[src/rtl/specreg_pkg.sv]
// rtl/specreg_pkg.sv - flag bit positions, condition codes and flags type shared by specreg_unit and the branch unit
package specreg_pkg;

    localparam int FLAG_N = 3;
    localparam int FLAG_Z = 2;
    localparam int FLAG_C = 1;
    localparam int FLAG_V = 0;

    localparam logic [3:0] COND_EQ = 4'd0;
    localparam logic [3:0] COND_NE = 4'd1;
    localparam logic [3:0] COND_CS = 4'd2;
    localparam logic [3:0] COND_CC = 4'd3;
    localparam logic [3:0] COND_MI = 4'd4;
    localparam logic [3:0] COND_PL = 4'd5;
    localparam logic [3:0] COND_VS = 4'd6;
    localparam logic [3:0] COND_VC = 4'd7;
    localparam logic [3:0] COND_HI = 4'd8;
    localparam logic [3:0] COND_LS = 4'd9;
    localparam logic [3:0] COND_GE = 4'd10;
    localparam logic [3:0] COND_LT = 4'd11;
    localparam logic [3:0] COND_GT = 4'd12;
    localparam logic [3:0] COND_LE = 4'd13;
    localparam logic [3:0] COND_AL = 4'd14;
    localparam logic [3:0] COND_NV = 4'd15;

    typedef logic [3:0] flags_t;

endpackage

[src/rtl/condition_evaluator.sv]
// rtl/condition_evaluator.sv - combinational condition-code check of a {N,Z,C,V} flag set
module condition_evaluator
    import specreg_pkg::*;
(
    input  flags_t     flags,
    input  logic [3:0] condition,
    output logic       condition_met
);

    logic n, z, c, v;

    assign n = flags[FLAG_N];
    assign z = flags[FLAG_Z];
    assign c = flags[FLAG_C];
    assign v = flags[FLAG_V];

    always_comb begin
        condition_met = 1'b0;
        case (condition)
            COND_EQ: condition_met = z;
            COND_NE: condition_met = !z;
            COND_CS: condition_met = c;
            COND_CC: condition_met = !c;
            COND_MI: condition_met = n;
            COND_PL: condition_met = !n;
            COND_VS: condition_met = v;
            COND_VC: condition_met = !v;
            COND_HI: condition_met = c && !z;
            COND_LS: condition_met = !c || z;
            COND_GE: condition_met = (n == v);
            COND_LT: condition_met = (n != v);
            COND_GT: condition_met = !z && (n == v);
            COND_LE: condition_met = z || (n != v);
            COND_AL: condition_met = 1'b1;
            COND_NV: condition_met = 1'b0;
            default: condition_met = 1'b0;
        endcase
    end

endmodule

[src/rtl/specreg_unit.sv]
// rtl/specreg_unit.sv - status register, carry feedback, condition check and interrupt flag stack (SPECREG_BYPASS_EN forwards ALU flags)
module specreg_unit
    import specreg_pkg::*;
#(
    parameter int STACK_DEPTH = 4,
    parameter int DEPTH_WIDTH = $clog2(STACK_DEPTH + 1)
) (
    input  logic       clock,
    input  logic       reset,
    input  logic       Negative_ALU_flag,
    input  logic       Zero_ALU_flag,
    input  logic       Carry_ALU_flag,
    input  logic       oVerflow_ALU_flag,
    input  logic       flag_write_enable,
    input  logic       push,
    input  logic       pop,
    input  logic [3:0] condition,
    output logic [3:0] specreg,
    output logic       previous_specreg_carry,
    output logic       condition_met,
    output logic       stack_empty,
    output logic       stack_full,
    output logic       stack_error
);

    localparam int IDX_W = (STACK_DEPTH > 1) ? $clog2(STACK_DEPTH) : 1;

    flags_t                 specreg_q;
    flags_t                 slots [STACK_DEPTH];
    logic [DEPTH_WIDTH-1:0] occupancy;
    logic                   error_q;

    flags_t                 alu_flags;
    flags_t                 eval_flags;
    logic                   push_only, pop_only;
    logic                   do_push, do_pop, error_d;
    logic [IDX_W-1:0]       push_idx, pop_idx;

    assign alu_flags = {Negative_ALU_flag, Zero_ALU_flag, Carry_ALU_flag, oVerflow_ALU_flag};

    assign stack_empty = (occupancy == '0);
    assign stack_full  = (occupancy == DEPTH_WIDTH'(STACK_DEPTH));

    // Simultaneous push and pop cancel out: no stack change and no error.
    assign push_only = push && !pop;
    assign pop_only  = pop && !push;
    assign do_push   = push_only && !stack_full;
    assign do_pop    = pop_only && !stack_empty;
    assign error_d   = (push_only && stack_full) || (pop_only && stack_empty);

    assign push_idx = IDX_W'(occupancy);
    assign pop_idx  = IDX_W'(occupancy - DEPTH_WIDTH'(1));

    always_ff @(posedge clock) begin
        if (reset) begin
            specreg_q <= '0;
            occupancy <= '0;
            error_q   <= 1'b0;
        end else begin
            error_q <= error_d;
            if (do_pop) begin
                specreg_q <= slots[pop_idx];
                occupancy <= occupancy - DEPTH_WIDTH'(1);
            end else begin
                if (flag_write_enable) begin
                    specreg_q <= alu_flags;
                end
                if (do_push) begin
                    slots[push_idx] <= specreg_q;
                    occupancy       <= occupancy + DEPTH_WIDTH'(1);
                end
            end
        end
    end

`ifdef SPECREG_BYPASS_EN
    assign eval_flags = (flag_write_enable && !pop) ? alu_flags : specreg_q;
`else
    assign eval_flags = specreg_q;
`endif

    assign specreg                = specreg_q;
    assign previous_specreg_carry = eval_flags[FLAG_C];
    assign stack_error            = error_q;

    condition_evaluator u_condition_evaluator (
        .flags         (eval_flags),
        .condition     (condition),
        .condition_met (condition_met)
    );

endmodule

[config.mk]
export PLATFORM = sky130hd
export DESIGN_NAME = specreg_unit
export DESIGN_NICKNAME = d
export VERILOG_FILES = /design/src/rtl/specreg_pkg.sv /design/src/rtl/condition_evaluator.sv /design/src/rtl/specreg_unit.sv
export SDC_FILE = /design/constraint.sdc
export NUM_CORES = 1
export LEC_CHECK = 0
export CAP_MARGIN = 20
export CELL_PAD_IN_SITES_DETAIL_PLACEMENT = 2
export CELL_PAD_IN_SITES_GLOBAL_PLACEMENT = 2
export CORE_UTILIZATION = 36
export CTS_BUF_LIST = sky130_fd_sc_hd__clkbuf_8 sky130_fd_sc_hd__clkbuf_16
export CTS_CLUSTER_DIAMETER = 150
export DETAILED_ROUTE_END_ITERATION = 12
export GPL_TIMING_DRIVEN = 0
export PLACE_DENSITY = 0.84
export REMOVE_ABC_BUFFERS = 1
export SLEW_MARGIN = 20
export SYNTH_ARGS = -nofsm -noshare
export SYNTH_HDL_FRONTEND = slang
export SYNTH_SLANG_ARGS = --single-unit
[constraint.sdc]
create_clock -name clock -period 4.55 [get_ports clock]
set_input_delay 0.91 -clock clock [delete_from_list [all_inputs] [get_ports clock]]
set_output_delay 0.91 -clock clock [all_outputs]
set_load 0.01 [all_outputs]
==> impl_metrics.tcl <==
set metrics [dict create \
    hold_violations 0 \
    dieArea_sq_um 3770 \
    core_area_sq_um 3360 \
    critPathKind "in -> out" \
    postSynthCellCount 108 \
    clkPwrFrac 0.301 \
    yosys.area.top_type_share 0.378 \
    routed_wl_microns 3140 \
    ant_nets 0 \
    tns_ps 0 \
    layout_common_cells "21 x clkdlybuf4s50_1, 16 x edfxtp_1, 9 x nor2_1" \
    dp_hpwl_microns 2270 \
    place.gp.congestion 0.671 \
    ys_seq_area_frac 0.504 \
    seq_power_share 0.489 \
    drc 0 \
    cp_top_family "buffers and inverters" \
    vias_per_cell 5.08 \
    cts.sinks 24 \
    tightest_slew_ps 475 \
    maxCapViolCount 0 \
    cp-start-kind "input pin" \
    relSlewSlack 0.683 \
    period_share 0.836 \
    layout_commonest_cell "clkdlybuf4s50_1" \
    numCtsBuffers 3 \
    rsz0062_at_grt "no" \
    power.share.combinational 0.211 \
    grt_pass1_vias 963 \
    p_int_mw 0.397 \
    sw_frac_of_total 0.254 \
    final_net_count 145 \
    total_leakage_power_nw 0.560 \
    die_w_microns 61.4 \
    worst_slack_ps 745 \
    path_cells "clkdlybuf4s50_1 -> or3b_1 -> a21oi_1 -> a311oi_1 -> o211ai_1 -> clkdlybuf4s50_1" \
    powerDensity_nw_per_um2 342 \
    worstPathArrival_ps 2900 \
    crit_fanout 9 \
    peakVddDrop_v 0.000274 \
    hp-class "reg -> reg" \
    netlist_area_sq_um 1270 \
    drive_gt1_frac 0.103 \
    multi_input_area_sq_um 568 \
    hold_depth 0 \
    syn2layout_area_growth_pct 22.7 \
    path_buf_inv 2 \
    first_iter_violations 22 \
    port_buffers 21 \
    cp.required_ps 3640 \
    yosysTopAreaCell "edfxtp_1" \
    total_power_mw 0.532 \
    grt_remaining_overflow 0 \
    outcome "finished clean" \
    ff_latch_area_sq_um 641 \
    cts_htree_levels 1 \
    path_clk_slew_ps 90 \
    setup_viol 0 \
    start_util 0.378 \
    ys_warn_count 0 \
    track_usage 0.190 \
    fill_cells 354 \
    drv_slew 0 \
    fin_crit_ps 3810 \
    clockBufferDepth 2 \
    ys_types 38 \
    grt_max_degree 15 \
    slowest_stage "clkdlybuf4s50_1" \
    postCtsSetupRepairBufs 0 \
    clk_latency_ps 260 \
    end_kind "primary output" \
    fp.dieH_microns 61.4 \
    p_sw_mw 0.135 \
    cts_hold_buf 0 \
    antenna_found_initial 0 \
    top_level_ports 22 \
    path_common_cell "clkdlybuf4s50_1" \
    cts_resized 0 \
    cts_tree "yes" \
    cpPeakStageDelay_ps 560 \
    diodes 0 \
    rows 21 \
    grt_pass1_wl_microns 5000 \
    max_freq_mhz 263 \
    pre_cts_slack_ps 739 \
    skew_ps 8.86 \
    whs_ps 614 \
    r2r_cells 6 \
    synth_area_per_cell_sq_um 11.8 \
    vias 873 \
    ys_ff_latch 24 \
    cts_root_buf "clkbuf_8" \
    cp_num_cells 6 \
    routedWlPerCell_microns 18.2 \
    ys_top_cells_by_area "edfxtp_1 38%, dfxtp_1 13%, mux4_2 7.1%" \
    drtPass1Iterations 4 \
]
cell type report:
class                   count  share of cell area
clock buffers               4              0.0426
flip-flops and latches     24               0.411
multi-input cells          73               0.365
inverters                   4             0.00964
well taps                  46              0.0369
repair buffers             21               0.135
stage by stage:
stage / instances / utilization / area [sq um]
floorplan: 101 / - / 1220
global placement: 168 / 0.443 / 1490
detailed placement: 168 / 0.443 / 1490
CTS: 172 / 0.463 / 1560
global route: 172 / 0.463 / 1560
finish: 172 / 0.463 / 1560
logic make-up (layout without fill, tap and decap cells):
group           Yosys count  after routing  synth area share
compound gates           20             20             0.111
simple gates             36             36             0.153
buf+inv                  11             29            0.0483
flops                    24             24             0.504
mux                      11             11             0.127
xor+xnor                  1              1           0.00690
fa+ha+maj                 5              5            0.0493
power groups by stage:
| stage | Clock, mW | Combinational [mW] | Sequential (mW) |
|---|---|---|---|
| after floorplan | 0 | 0.0599 | 0.262 |
| after global placement | 0 | 0.105 | 0.263 |
| after detailed placement | 0 | 0.111 | 0.265 |
| after CTS | 0.163 | 0.113 | 0.261 |
| after global routing | 0.170 | 0.123 | 0.263 |
| final | 0.160 | 0.112 | 0.260 |
cell usage after synthesis (all sizes together):
cell and instances:
a211o 1, a211oi 6, a21boi 1, a21o 1, a21oi 3, a311oi 1, a31oi 1, and2 4
and2b 1, and3 1, and3b 1, buf 6, clkbuf 1, dfxtp 8, edfxtp 16, ha 5
inv 4, mux2 1, mux2i 6, mux4 4, nand2 5, nand2b 3, nand3 4, nor2 9
nor2b 4, nor3 2, nor3b 1, o211ai 1, o21ai 3, o31ai 2, or3b 1, xor2 1
per-layer routing:
layer | vias up | GRT usage | routed length, microns
met1 | 436 | 0.262 | 1480
met4 | 0 | 0.0254 | 10
met3 | 2 | 0.0378 | 38
met5 | - | 0 | 0
li1 | 430 | - | -
met2 | 5 | 0.320 | 1610
worst paths after layout:
| check | to | slack, ps | from |
|---|---|---|---|
| worst max-delay path | condition_met | 740 | condition[3] |
| worst min-delay path | slots[0][2] | 610 | specreg[2] |
| worst max register to register | slots[1][2] | 2380 | occupancy[0] |
| worst min register to register | slots[0][2] | 610 | specreg[2] |
state kept, by name, summed over array words and instances (netlist names):
| signal | count |
|---|---|
| occupancy | 3 |
| slots | 16 |
| specreg | 4 |
| stack_error | 1 |
No activity file was read; power rests on OpenSTA's default activity.
